===== src/rtl/ins_mem_loader_pkg.sv =====
// Shared types and constants for the instruction-memory byte-stream loader.
// Used by ins_mem_loader, its interface and the loader_word_asm sub-module.
package ins_mem_loader_pkg;

  localparam int LOADER_BYTE_W = 8;
  localparam int LOADER_CNT_W  = 16;

  typedef enum logic [2:0] {
    S_IDLE   = 3'd0,
    S_CNT_LO = 3'd1,
    S_CNT_HI = 3'd2,
    S_DAT_LO = 3'd3,
    S_DAT_HI = 3'd4,
    S_WRITE  = 3'd5,
    S_CHK    = 3'd6,
    S_DONE   = 3'd7
  } state_t;

  function automatic logic rx_ready_for(input state_t s);
    case (s)
      S_CNT_LO, S_CNT_HI, S_DAT_LO, S_DAT_HI, S_CHK: rx_ready_for = 1'b1;
      default:                                       rx_ready_for = 1'b0;
    endcase
  endfunction

  function automatic logic busy_for(input state_t s);
    busy_for = (s != S_IDLE) && (s != S_DONE);
  endfunction

endpackage


===== src/rtl/ins_mem_loader_if.sv =====
// Byte-stream receive port plus instruction-memory write port of the loader.
// master = loader side, slave = receiver/memory side.
interface ins_mem_loader_if
  import ins_mem_loader_pkg::*;
#(
  parameter int DATA_WIDTH = 12,
  parameter int ADDR_WIDTH = 8
);
  logic [LOADER_BYTE_W-1:0] rxData;
  logic                     rxValid;
  logic                     rxReady;
  logic                     wrEn;
  logic [ADDR_WIDTH-1:0]    address;
  logic [DATA_WIDTH-1:0]    dataOut;

  modport master (
    input  rxData, rxValid,
    output rxReady, wrEn, address, dataOut
  );

  modport slave (
    output rxData, rxValid,
    input  rxReady, wrEn, address, dataOut
  );
endinterface


===== src/rtl/ins_mem_loader_word_asm.sv =====
// loader_word_asm: packs LO/HI bytes into one instruction word; with
// LOADER_CHECKSUM_EN it also keeps a running XOR of every accepted byte.
module loader_word_asm
  import ins_mem_loader_pkg::*;
#(
  parameter int DATA_WIDTH = 12
)(
  input  logic                     i_clk,
  input  logic                     i_rst,
  input  logic [LOADER_BYTE_W-1:0] i_byte,
  input  logic [DATA_WIDTH-9:0]    i_hi_bits,
  input  logic                     i_lo_en,
  input  logic                     i_hi_en,
  output logic [DATA_WIDTH-1:0]    o_word
`ifdef LOADER_CHECKSUM_EN
  ,
  input  logic                     i_clr,
  input  logic                     i_acc_en,
  output logic [LOADER_BYTE_W-1:0] o_xor
`endif
);

  logic [LOADER_BYTE_W-1:0] r_lo;
  logic [DATA_WIDTH-1:0]    r_word;

  // Low byte is held until its HI partner arrives; the word is then frozen for the write.
  always_ff @(posedge i_clk) begin
    if (i_rst) begin
      r_lo   <= 8'h00;
      r_word <= '0;
    end else begin
      if (i_lo_en) r_lo <= i_byte;
      if (i_hi_en) r_word <= {i_hi_bits, r_lo};
    end
  end

  assign o_word = r_word;

`ifdef LOADER_CHECKSUM_EN
  logic [LOADER_BYTE_W-1:0] r_xor;

  // Running XOR over count and data bytes, restarted on every arm.
  always_ff @(posedge i_clk) begin
    if (i_rst || i_clr) r_xor <= 8'h00;
    else if (i_acc_en)  r_xor <= r_xor ^ i_byte;
    else                r_xor <= r_xor;
  end

  assign o_xor = r_xor;
`endif

endmodule


===== src/rtl/ins_mem_loader.sv =====
// Instruction-memory loader: count header, then LO/HI word pairs written from address 0.
// Optional trailing XOR checksum byte when LOADER_CHECKSUM_EN is defined.
module ins_mem_loader
  import ins_mem_loader_pkg::*;
#(
  parameter int DATA_WIDTH = 12,
  parameter int DEPTH      = 256,
  parameter int ADDR_WIDTH = $clog2(DEPTH)
)(
  input  logic             i_clk,
  input  logic             i_rst,
  input  logic             i_start,
  ins_mem_loader_if.master bus,
  output logic             o_busy,
  output logic             o_loadDone,
  output logic             o_err
);

  state_t r_state, w_state_nxt;
  logic                     r_rx_ready, r_wr_en, r_busy, r_load_done, r_err;
  logic [ADDR_WIDTH-1:0]    r_addr;
  logic [LOADER_BYTE_W-1:0] r_cnt_lo;
  logic [LOADER_CNT_W-1:0]  r_num, r_word_cnt, w_count;
  logic                     w_xfer, w_arm, w_count_bad, w_last, w_err_set;
  logic [DATA_WIDTH-1:0]    w_word;
`ifdef LOADER_CHECKSUM_EN
  logic [LOADER_BYTE_W-1:0] w_xor;
`endif

  assign w_xfer      = bus.rxValid && r_rx_ready;
  assign w_count     = {bus.rxData, r_cnt_lo};
  assign w_count_bad = (w_count == 16'd0) || ({1'b0, w_count} > 17'(DEPTH));
  assign w_arm       = i_start && ((r_state == S_IDLE) || (r_state == S_DONE));
  assign w_last      = (r_word_cnt + 16'd1) == r_num;

  loader_word_asm #(.DATA_WIDTH(DATA_WIDTH)) u_word_asm (
    .i_clk     (i_clk),
    .i_rst     (i_rst),
    .i_byte    (bus.rxData),
    .i_hi_bits (bus.rxData[DATA_WIDTH-9:0]),
    .i_lo_en   (w_xfer && (r_state == S_DAT_LO)),
    .i_hi_en   (w_xfer && (r_state == S_DAT_HI)),
    .o_word    (w_word)
`ifdef LOADER_CHECKSUM_EN
    ,
    .i_clr     (w_arm),
    .i_acc_en  (w_xfer),
    .o_xor     (w_xor)
`endif
  );

  // Next-state decode; w_err_set flags a bad count or checksum mismatch.
  always_comb begin
    w_state_nxt = r_state;
    w_err_set   = 1'b0;
    case (r_state)
      S_IDLE, S_DONE: begin
        if (i_start) w_state_nxt = S_CNT_LO;
        else         w_state_nxt = r_state;
      end
      S_CNT_LO: begin
        if (w_xfer) w_state_nxt = S_CNT_HI;
        else        w_state_nxt = S_CNT_LO;
      end
      S_CNT_HI: begin
        if (w_xfer && w_count_bad) begin
          w_state_nxt = S_IDLE;
          w_err_set   = 1'b1;
        end else if (w_xfer) begin
          w_state_nxt = S_DAT_LO;
        end else begin
          w_state_nxt = S_CNT_HI;
        end
      end
      S_DAT_LO: begin
        if (w_xfer) w_state_nxt = S_DAT_HI;
        else        w_state_nxt = S_DAT_LO;
      end
      S_DAT_HI: begin
        if (w_xfer) w_state_nxt = S_WRITE;
        else        w_state_nxt = S_DAT_HI;
      end
      S_WRITE: begin
`ifdef LOADER_CHECKSUM_EN
        if (w_last) w_state_nxt = S_CHK;
`else
        if (w_last) w_state_nxt = S_DONE;
`endif
        else        w_state_nxt = S_DAT_LO;
      end
`ifdef LOADER_CHECKSUM_EN
      S_CHK: begin
        if (w_xfer) begin
          w_state_nxt = S_DONE;
          w_err_set   = (bus.rxData != w_xor);
        end else begin
          w_state_nxt = S_CHK;
        end
      end
`endif
      default: w_state_nxt = S_IDLE;
    endcase
  end

  // State, counters and outputs; strobes are registered from the next state.
  always_ff @(posedge i_clk) begin
    if (i_rst) begin
      r_state     <= S_IDLE;
      r_rx_ready  <= 1'b0;
      r_wr_en     <= 1'b0;
      r_busy      <= 1'b0;
      r_load_done <= 1'b0;
      r_err       <= 1'b0;
      r_addr      <= '0;
      r_cnt_lo    <= 8'h00;
      r_num       <= 16'd0;
      r_word_cnt  <= 16'd0;
    end else begin
      r_state     <= w_state_nxt;
      r_rx_ready  <= rx_ready_for(w_state_nxt);
      r_wr_en     <= (w_state_nxt == S_WRITE);
      r_busy      <= busy_for(w_state_nxt);
      r_load_done <= (w_state_nxt == S_DONE);
      if (w_arm)          r_err <= 1'b0;
      else if (w_err_set) r_err <= 1'b1;
      if (w_arm) begin
        r_addr     <= '0;
        r_word_cnt <= 16'd0;
      end else if (r_state == S_WRITE) begin
        r_addr     <= r_addr + ADDR_WIDTH'(1);
        r_word_cnt <= r_word_cnt + 16'd1;
      end
      if (w_xfer && (r_state == S_CNT_LO)) r_cnt_lo <= bus.rxData;
      if (w_xfer && (r_state == S_CNT_HI)) r_num <= w_count;
    end
  end

  assign bus.rxReady = r_rx_ready;
  assign bus.wrEn    = r_wr_en;
  assign bus.address = r_addr;
  assign bus.dataOut = w_word;
  assign o_busy      = r_busy;
  assign o_loadDone  = r_load_done;
  assign o_err       = r_err;

endmodule

===== src/flat_wrapper.sv =====
// flat-port wrapper written by rule: the top's interface ports become plain ports
module ins_mem_loader_flat import ins_mem_loader_pkg::*;
#(
  parameter int DATA_WIDTH = 12,
  parameter int DEPTH      = 256,
  parameter int ADDR_WIDTH = $clog2(DEPTH)
)
  (i_clk, i_rst, i_start, o_busy, o_loadDone, o_err, bus_rxData, bus_rxValid, bus_rxReady, bus_wrEn, bus_address, bus_dataOut);
  ins_mem_loader_if #(.DATA_WIDTH(DATA_WIDTH), .ADDR_WIDTH(ADDR_WIDTH)) bus_i ();
  input  logic i_clk;
  input  logic i_rst;
  input  logic i_start;
  output logic o_busy;
  output logic o_loadDone;
  output logic o_err;
  input wire logic [$bits(bus_i.rxData)-1:0] bus_rxData;
  input wire logic [$bits(bus_i.rxValid)-1:0] bus_rxValid;
  output wire logic [$bits(bus_i.rxReady)-1:0] bus_rxReady;
  output wire logic [$bits(bus_i.wrEn)-1:0] bus_wrEn;
  output wire logic [$bits(bus_i.address)-1:0] bus_address;
  output wire logic [$bits(bus_i.dataOut)-1:0] bus_dataOut;
  assign bus_i.rxData = bus_rxData;
  assign bus_i.rxValid = bus_rxValid;
  assign bus_rxReady = bus_i.rxReady;
  assign bus_wrEn = bus_i.wrEn;
  assign bus_address = bus_i.address;
  assign bus_dataOut = bus_i.dataOut;
  ins_mem_loader #(.DATA_WIDTH(DATA_WIDTH), .DEPTH(DEPTH), .ADDR_WIDTH(ADDR_WIDTH)) u_core (.i_clk(i_clk), .i_rst(i_rst), .i_start(i_start), .bus(bus_i), .o_busy(o_busy), .o_loadDone(o_loadDone), .o_err(o_err));
endmodule

===== config.mk =====
export PLATFORM = sky130hd
export DESIGN_NAME = ins_mem_loader_flat
export DESIGN_NICKNAME = d
export VERILOG_FILES = /design/src/rtl/ins_mem_loader_pkg.sv /design/src/rtl/ins_mem_loader_if.sv /design/src/rtl/ins_mem_loader_word_asm.sv /design/src/rtl/ins_mem_loader.sv /design/src/flat_wrapper.sv
export SDC_FILE = /design/constraint.sdc
export NUM_CORES = 1
export LEC_CHECK = 0
export ABC_AREA = 1
export BUFFER_PORTS_ARGS = -buffer_cell sky130_fd_sc_hd__buf_2
export CORE_MARGIN = 4
export CORE_UTILIZATION = 55
export CTS_BUF_LIST = sky130_fd_sc_hd__clkbuf_8 sky130_fd_sc_hd__clkbuf_16
export DETAILED_ROUTE_END_ITERATION = 6
export PLACE_DENSITY = 0.75
export REMOVE_ABC_BUFFERS = 1
export SETUP_SLACK_MARGIN = 0.02
export SYNTH_ARGS = -nofsm -noshare
export SYNTH_HDL_FRONTEND = slang
export SYNTH_SLANG_ARGS = --single-unit

===== constraint.sdc =====
create_clock -name i_clk -period 3.7 [get_ports i_clk]
set_input_delay 0.555 -clock i_clk [delete_from_list [all_inputs] [get_ports i_clk]]
set_output_delay 0.555 -clock i_clk [all_outputs]
set_load 0.05 [all_outputs]

==> impl_metrics.env, run 1 <==
export IMPL_num_antenna_cells=0
export IMPL_max_slew_margin=0.2430
export IMPL_yosysTopAreaCell="dfxtp_1"
export IMPL_first_pass_iters=4
export IMPL_worstMarginPinSlew_ps=1134
export IMPL_synthCells=514
export IMPL_max_freq_mhz=448.4
export IMPL_die_area_mm2=0.007770
export IMPL_final_hold_viol_count=0
export IMPL_clk_pin_slew_ps=90
export IMPL_syn_area_per_cell_um2=6.874
export IMPL_min_period_ps=2230
export IMPL_synth_area_mm2=0.003533
export IMPL_drive_gt1_frac=0.1268
export IMPL_drv_slew=0
export IMPL_cp_data_required_time_ps=3940
export IMPL_htreeDepth=3
export IMPL_rsz0062_at_grt="no"
export IMPL_p_per_area_mw_per_mm2=402.9
export IMPL_cts_buffer_depth=2
export IMPL_cts_setup_buffers=0
export IMPL_place_gp_congestion=0.8691
export IMPL_cts_repair_resized=0
export IMPL_drtAntennaViolNets=0
export IMPL_finClkSkew_ps=5.552
export IMPL_grt_pass1_wl_um=13190
export IMPL_die_y_um=88.15
export IMPL_antenna_found_initial=0
export IMPL_numCtsBuffers=9
export IMPL_utilization=0.6561
export IMPL_path_class="reg -> reg"
export IMPL_drt_initial_drc_count=119
export IMPL_power_total_mw=1.602
export IMPL_synth_seq_cells=76
export IMPL_irDropWorstVdd_uv=325.3
export IMPL_placementRows=28
export IMPL_grt_overflow_total=0
export IMPL_tns_ps=0
export IMPL_top_level_ports=37
export IMPL_synth_distinct_cells=32
export IMPL_leakage_nw=1.796
export IMPL_vias=3237
export IMPL_status="finished, final reports clean"
export IMPL_synth_top_cell_area_share=0.4306
export IMPL_synth_warning_count=0
export IMPL_pre_cts_slack_ps=1340
export IMPL_core_mm2=0.006061
export IMPL_grt_pass1_vias=2857
export IMPL_clock_latency_ps=350
export IMPL_cts_tree="done"
export IMPL_nets=561
export IMPL_ys_seq_area_frac=0.4306
export IMPL_critical_path_arrival_ps=2470
export IMPL_clock_sinks=76
export IMPL_grt_max_degree=50
export IMPL_dp_hpwl_um=5662
export IMPL_drcViolationCount=0
export IMPL_cts_root_buf="clkbuf_8"
export IMPL_timing_final_crit_share=0.6028
export IMPL_grt_use_total=0.2160
export IMPL_avgViaCountPerCell=5.163
export IMPL_hold_buffers=0
export IMPL_initial_utilization=0.5830
export IMPL_drt_total_wl_um=7802
export IMPL_startpoint_type="flop"
export IMPL_worst_setup_path_end_kind="flop"
export IMPL_reg2reg_slack_ps=1470
export IMPL_synth_area_leaders="dfxtp_1 (43%), nand2_1 (11%), o21ai_0 (8.2%), a21oi_1 (6.8%), nor2_1 (6.6%)"
export IMPL_max_cap_violations=0
export IMPL_fp_dieW_um=88.15
export IMPL_hp_class="in -> reg"
export IMPL_area_growth_pct=12.54
export IMPL_setup_ws_ps=1470
export IMPL_wl_per_cell_um=12.44
export IMPL_finalSetupViolCount=0
export IMPL_crit_fanout=17
export IMPL_portBuffers=36
## synthesized netlist by cell type, drive strengths merged
library cell / n
nand3: 35
nor4: 2
xnor2: 2
nor2: 68
or2: 2
inv: 60
nand4: 9
o21bai: 3
o211ai: 3
a21oi: 48
a31oi: 2
nor3b: 1
clkinv: 1
nand3b: 5
a311oi: 1
nor3: 7
dfxtp: 76
buf: 3
o21a: 1
ha: 2
o21ai: 59
nand2: 109
clkbuf: 15
## state kept, by name, summed over array words and instances (netlist names)
register,cells
u_core.o_err,1
u_core.r_word_cnt,16
u_core.bus.wrEn,1
u_core.u_word_asm.r_lo,8
u_core.o_busy,1
u_core.r_state,3
u_core.r_num,16
u_core.u_word_asm.o_word,12
u_core.bus.rxReady,1
u_core.bus.address,8
u_core.o_loadDone,1
u_core.r_cnt_lo,8
## metrics by stage
step / instances / hold WS (ps) / cell area, um^2
2_1_floorplan: 496 / 446.4 / 3457
3_3_place_gp: 611 / 462.0 / 3761
3_5_place_dp: 611 / 468.8 / 3761
4_1_cts: 627 / 375.5 / 3976
5_1_grt: 627 / 382.5 / 3976
6_report: 627 / 391.4 / 3976
## critical path: stages (launching register included)
cell,delay [ps]
dfxtp_1,390
nor2_1,200
nand2_1,80
nor2_1,680
clkinv_1,490
nor2_1,220
nor2_1,70
## cell type report
class,count,area [um^2]
inverters,61,229.0
repair buffers,40,210.2
clock buffers,10,137.6
fillers,559,2085
flip-flops and latches,76,1521
multi-input cells,359,1707
clock inverters,6,77.57
well taps,75,93.84
## final timing paths
kind,startpoint,endpoint,cells after the start
worst min register to register,u_core.r_num[4],u_core.r_num[4],2
worst min-delay path,i_rst,u_core.bus.wrEn,2
worst max-delay path,u_core.r_state[1],u_core.u_word_asm.o_word[2],6
worst max register to register,u_core.r_state[1],u_core.u_word_asm.o_word[2],6
## per-layer routing
| metal | global-route usage | wire [um] | up-vias |
|---|---|---|---|
| met4 | 0.07005 | 51 | 0 |
| met3 | 0.05080 | 366 | 4 |
| met1 | 0.2859 | 3876 | 1433 |
| met2 | 0.3486 | 3508 | 55 |
| li1 | - | - | 1745 |
| met5 | 0 | 0 | - |
## placed cells by master (no fill, tap or decap), types with 2 or more instances in the layout
master	n
nor2_4	3
nand3_1	35
inv_2	2
xnor2_1	2
nand3b_1	5
nand4_1	9
o21ai_0	58
buf_4	4
dfxtp_1	76
nor3_1	5
inv_6	2
inv_8	2
clkbuf_8	10
nand2_1	106
nand2_2	3
a21oi_1	48
buf_2	36
nor2_1	62
ha_1	2
o211ai_1	3
inv_1	58
nor2_2	3
o21bai_1	3
nor4_1	2
a31oi_1	2
## cells by family (layout without fill, tap and decap cells)
| logic type | after synthesis | after routing | share of synthesized area |
|---|---|---|---|
| adders and majority gates | 2 | 2 | 0.007081 |
| AOI/OAI and AO/OA | 117 | 117 | 0.1724 |
| DFF | 76 | 76 | 0.4306 |
| xor gates and xnor gates | 2 | 2 | 0.004958 |
| and+or+nand+nor | 238 | 238 | 0.2985 |
| buffers and inverters | 79 | 117 | 0.08640 |
## where the power goes
part / internal [mW] / switching [mW] / total (mW)
Sequential: 0.827 / 0.00649 / 0.834
Combinational: 0.0246 / 0.0624 / 0.0870
Clock: 0.344 / 0.337 / 0.681
Power figures use the tool's default switching activity.
==> run 2: changes to the inputs <==
Settings changed: ABC_AREA 1 to 0.
Clock period 3.7 ns to 2.1 ns, I/O delays scaled along.
==> run 2 against run 1 <==
Effect of this change: the run now ends with negative setup slack left; combinational power rose by 100%; critical path depth grew 2; global-route usage is 1.3 points higher; power increased by 80%; sequential share of layout area shrank 4.7 points; setup slack worse by 1500 ps; critical path type unchanged.
==> impl_metrics.env, run 2 <==
export IMPL_min_period_ps=2178
export IMPL_grt_pass1_wl_um=14000
export IMPL_area_growth_pct=27.94
export IMPL_nets=514
export IMPL_drcViolationCount=0
export IMPL_leakage_nw=1.805
export IMPL_clock_sinks=76
export IMPL_fin_area_mm2=0.004543
export IMPL_avgViaCountPerCell=5.466
export IMPL_worstMarginPinSlew_ps=628.0
export IMPL_hold_buffers=0
export IMPL_critical_path_arrival_ps=2420
export IMPL_irDropWorstVdd_uv=573.6
export IMPL_cts_root_buf="clkbuf_8"
export IMPL_final_hold_viol_count=0
export IMPL_hp_class="in -> reg"
export IMPL_critical_path_slowest_cell="dfxtp_2"
export IMPL_fp_dieW_um=88.35
export IMPL_finalSetupViolCount=3
export IMPL_worst_setup_path_end_kind="flop"
export IMPL_grt_use_total=0.2291
export IMPL_final_cell_mix="dfxtp_1 (72), nand2_1 (66), nor2_1 (53), buf_4 (49)"
export IMPL_ys_flop_type="dfxtp_1"
export IMPL_crit_family="compound AO/OA/AOI/OAI gates"
export IMPL_rsz0062_at_grt="yes"
export IMPL_htreeDepth=3
export IMPL_syn_area_per_cell_um2=8.277
export IMPL_tns_ps=-106.6
export IMPL_synth_area_leaders="dfxtp_1 (43%), nand2_1 (7.1%), xnor2_1 (6.2%), mux2i_1 (5.9%), nor2_1 (5.8%)"
export IMPL_startpoint_type="flop"
export IMPL_finalNonFillerCells=582
export IMPL_timing_final_crit_share=1.037
export IMPL_max_slew_margin=0.5705
export IMPL_place_area_mm2=0.004055
export IMPL_core_mm2=0.006314
export IMPL_path_buf_inv=0
export IMPL_dpl_cell_count=560
export IMPL_grt_pass1_vias=2944
export IMPL_drive_gt1_frac=0.2851
export IMPL_drt_initial_drc_count=233
export IMPL_yosysTopAreaCell="dfxtp_1"
export IMPL_synth_edf_count=0
export IMPL_p_per_area_mw_per_mm2=633.3
export IMPL_synth_seq_cells=76
export IMPL_clock_latency_ps=350
export IMPL_status="finished, violations left"
export IMPL_fillCellCount=494
export IMPL_die_y_um=88.35
export IMPL_place_gp_congestion=0.9248
export IMPL_cts_tree="done"
export IMPL_worst_path_largest_cell_delay_ps=370
export IMPL_num_antenna_cells=0
export IMPL_finClkSkew_ps=8.278
export IMPL_die_area_mm2=0.007806
export IMPL_drv_slew=0
export IMPL_grt_max_degree=45
export IMPL_synth_warning_count=0
export IMPL_synth_area_mm2=0.003551
export IMPL_synth_top_cell_area_share=0.4285
export IMPL_synth_common_cells="dfxtp_1 (76), nand2_1 (67), nor2_1 (55)"
export IMPL_grt_overflow_total=0
export IMPL_cts_buffer_depth=2
export IMPL_synthCells=429
export IMPL_utilization=0.7196
export IMPL_final_common_cell="dfxtp_1"
export IMPL_ys_async_sr_fraction=0
export IMPL_dp_hpwl_um=5923
export IMPL_max_freq_mhz=459.2
export IMPL_antenna_found_initial=0
export IMPL_drtAntennaViolNets=0
export IMPL_cp_cell_sequence="ha_4 -> and3_4 -> nand4_4 -> o31a_1 -> nor4_2 -> o221ai_2 -> o21a_2 -> mux2_4"
export IMPL_power_total_mw=2.877
export IMPL_portBuffers=36
export IMPL_setup_ws_ps=-77.63
export IMPL_ys_seq_area_frac=0.4285
export IMPL_violations="negative setup slack"
export IMPL_drt_total_wl_um=8616
export IMPL_top_level_ports=37
export IMPL_first_pass_iters=5
export IMPL_crit_fanout=6
export IMPL_numCtsBuffers=9
export IMPL_vias=3181
export IMPL_max_cap_violations=0
export IMPL_placementRows=29
export IMPL_wl_per_cell_um=14.80
export IMPL_initial_utilization=0.5624
export IMPL_clk_pin_slew_ps=80
export IMPL_cp_data_required_time_ps=2350
export IMPL_path_class="reg -> reg"
export IMPL_synth_most_common_cell="dfxtp_1"
export IMPL_synth_distinct_cells=48
==> run 2: cell types whose count changed after synthesis, moves of 5 or more <==
cell,before,now
inv_1,58,6
o21ai_0,58,16
nand2_1,106,67
xnor2_1,2,25
mux2i_1,0,21
nand3_1,35,15
xor2_1,0,15
a21oi_1,48,36
nor2_1,62,55
nor3_1,5,10
==> run 2: metal layers <==
metal,wire (um),vias up,global-route usage
met5,0,-,0
met4,142,0,0.07555
met3,345,13,0.04004
met2,4059,76,0.3678
met1,4068,1488,0.3138
li1,-,1604,-
==> run 2: tightest hold or removal path, stage by stage <==
cell and delay, ps:
buf_2 130, nand2_1 50, a21oi_1 50
==> run 2: final cells by class <==
cell class	instances	area (um^2)	area share
Tap cell	77	96.34	0.02121
Multi-Input combinational cell	319	2091	0.4602
Timing Repair Buffer	88	581.8	0.1281
Clock buffer	9	123.9	0.02727
Clock inverter	7	101.3	0.02231
Inverter	6	22.52	0.004957
Sequential cell	76	1526	0.3360
==> run 2: final timing paths <==
kind | from | endpoint | slack, ps | cells after the start
worst max-delay path | u_core.r_word_cnt[0] | u_core.o_busy | -80 | 8
worst min-delay path | bus_rxData[7] | u_core.r_num[15] | 240 | 3
worst max register to register | u_core.r_word_cnt[0] | u_core.o_busy | -80 | 8
worst min register to register | u_core.o_err | u_core.o_err | 460 | 2
==> run 2: timing repair <==
item	4_1_cts	5_1_grt
pin swaps	10	8
hold endpoints to repair	0	0
resized for setup	32	14
buffers inserted	2	4
endpoints found under the setup margin	5	5
==> run 2: power by group <==
group          total [mW]  internal [mW]  switching [mW]
logic               0.176         0.0616           0.114
registers            1.46           1.45         0.00641
clock network        1.25          0.679           0.566
total                2.88           2.19           0.687
==> run 2: logic make-up (layout without fill, tap and decap cells) <==
family          Yosys count  in the layout  synth area share
simple gates            184            184            0.2417
flops                    76             76            0.4285
compound gates           71             71            0.1198
xor+xnor                 40             40           0.09866
buf+inv                  34            110           0.04087
mux                      22             22           0.06342
fa+ha+maj                 2              2          0.007046
==> run 2: through the flow <==
step           hold WS, ps  setup slack, ps
4_1_cts              231.6           -54.17
6_report             241.3           -77.63
3_5_place_dp         449.2           -258.4
5_1_grt              242.1           -135.4
3_3_place_gp         448.0           -241.8
2_1_floorplan        384.1           -403.0
==> run 3: changes to the inputs <==
Settings changed: ABC_AREA 0 to 1.
==> run 3 against run 2 <==
Effect of this change: the flow now finishes without violations; global-route usage up 0.36 points; hold slack got worse by 95 ps; via count increased by 6.1%; clock skew is 0.76 ps lower; final area decreased by 12%; non-clock buffer count is 43 lower; critical path type unchanged; critical endpoint unchanged; highest routed layer unchanged.
==> impl_metrics.env, run 3 (synthesized netlist as in run 1, its figures left out) <==
export IMPL_p_per_area_mw_per_mm2=661.7
export IMPL_numCtsBuffers=9
export IMPL_cts_buffer_depth=2
export IMPL_tns_ps=0
export IMPL_drive_gt1_frac=0.1418
export IMPL_avgViaCountPerCell=5.342
export IMPL_grt_pass1_vias=3014
export IMPL_core_mm2=0.006061
export IMPL_leakage_nw=1.805
export IMPL_dp_hpwl_um=5931
export IMPL_drv_slew=0
export IMPL_max_freq_mhz=544.6
export IMPL_drcViolationCount=0
export IMPL_hold_buffers=0
export IMPL_placementRows=28
export IMPL_cp_data_required_time_ps=2350
export IMPL_drt_initial_drc_count=170
export IMPL_dpl_cell_count=616
export IMPL_fin_area_mm2=0.003988
export IMPL_final_common_cell="nand2_1"
export IMPL_grt_pass1_wl_um=13900
export IMPL_cts_root_buf="clkbuf_8"
export IMPL_drtAntennaViolNets=0
export IMPL_portBuffers=36
export IMPL_grt_max_degree=45
export IMPL_finalSetupViolCount=0
export IMPL_timing_final_crit_share=0.8743
export IMPL_power_total_mw=2.639
export IMPL_place_area_mm2=0.003799
export IMPL_die_area_mm2=0.007770
export IMPL_grt_overflow_total=0
export IMPL_final_cell_mix="nand2_1 (106), dfxtp_1 (74), nor2_1 (62), inv_1 (58), o21ai_0 (58)"
export IMPL_cts_repair_resized=0
export IMPL_status="finished, final reports clean"
export IMPL_clock_sinks=76
export IMPL_pre_cts_slack_ps=197.0
export IMPL_worst_setup_path_end_kind="flop"
export IMPL_hp_class="in -> reg"
export IMPL_cts_tree="done"
export IMPL_clk_pin_slew_ps=80
export IMPL_fp_dieW_um=88.15
export IMPL_nets=566
export IMPL_clock_latency_ps=350
export IMPL_path_class="reg -> reg"
export IMPL_antenna_found_initial=0
export IMPL_final_hold_viol_count=0
export IMPL_max_cap_violations=0
export IMPL_max_slew_margin=0.6701
export IMPL_initial_utilization=0.5830
export IMPL_multiInputGateArea_mm2=0.001714
export IMPL_top_level_ports=37
export IMPL_area_growth_pct=12.85
export IMPL_die_y_um=88.15
export IMPL_place_gp_congestion=0.9165
export IMPL_finClkSkew_ps=7.517
export IMPL_irDropWorstVdd_uv=610.4
export IMPL_worstMarginPinSlew_ps=494.2
export IMPL_num_antenna_cells=0
export IMPL_critical_path_arrival_ps=2080
export IMPL_finalNonFillerCells=632
export IMPL_first_pass_iters=5
export IMPL_min_period_ps=1836
export IMPL_rsz0062_at_grt="no"
export IMPL_cts_setup_buffers=0
export IMPL_fillCellCount=560
export IMPL_grt_use_total=0.2327
export IMPL_htreeDepth=3
export IMPL_startpoint_type="flop"
export IMPL_setup_ws_ps=263.9
export IMPL_wl_per_cell_um=12.97
export IMPL_seqCellArea_mm2=0.001526
export IMPL_crit_fanout=7
export IMPL_vias=3376
export IMPL_drt_total_wl_um=8196
-- run 3: cell count changes in the layout (fill, tap and decap cells not counted), sizes merged, moves of 6 or more --
cell / change
buf: -43
xor2: -15
a21oi: +12
o21ai: +42
nor4: -6
mux2i: -21
nand3: +20
inv: +53
nor2: +13
xnor2: -23
nand2: +42
-- run 3: path summary, 6_finish.rpt --
check | start | endpoint | slack, ps | cells after the start
max | u_core.r_word_cnt[1] | u_core.o_busy | 260 | 12
min | i_rst | u_core.bus.wrEn | 150 | 2
max reg2reg | u_core.r_word_cnt[1] | u_core.o_busy | 260 | 12
min reg2reg | u_core.r_num[4] | u_core.r_num[4] | 480 | 2
-- run 3: worst max-delay path, cell delays in order, from the launching register on --
cell and delay (ps):
dfxtp_4 370, ha_2 200, nand2_1 120, nor2_4 210, nand4_1 160, nand2_1 140
nand2_1 60, nand2_1 60, nand3_1 70, nor2_1 100, nand2_1 80, nand3_1 120
nand2_1 60
-- run 3: area by class of cell --
class	instances	share of cell area
Multi-Input combinational cell	359	0.4299
Clock buffer	10	0.03452
Tap cell	75	0.02353
Clock inverter	6	0.009727
Sequential cell	76	0.3828
Timing Repair Buffer	45	0.06213
Inverter	61	0.05742
-- run 3: power breakdown --
group          total (mW)  internal [mW]  switching, mW
clock network        1.01          0.459          0.555
logic               0.157         0.0444          0.113
registers            1.47           1.46         0.0115
-- run 3: metrics by stage --
stage | utilization | hold WS (ps)
final | 0.6579 | 146.6
after global routing | 0.6579 | 136.0
after CTS | 0.6559 | 131.2
after detailed placement | 0.6268 | 468.5
after global placement | 0.6268 | 457.5
after floorplan | - | 387.4
-- run 3: routing by layer --
metal | up-vias | routed length, um | track usage | part of all wire
met5 | - | 0 | 0 | 0
met4 | 0 | 144 | 0.09341 | 0.018
met3 | 13 | 499 | 0.06585 | 0.061
met2 | 93 | 3758 | 0.3596 | 0.46
met1 | 1521 | 3793 | 0.3080 | 0.46
li1 | 1749 | - | - | -
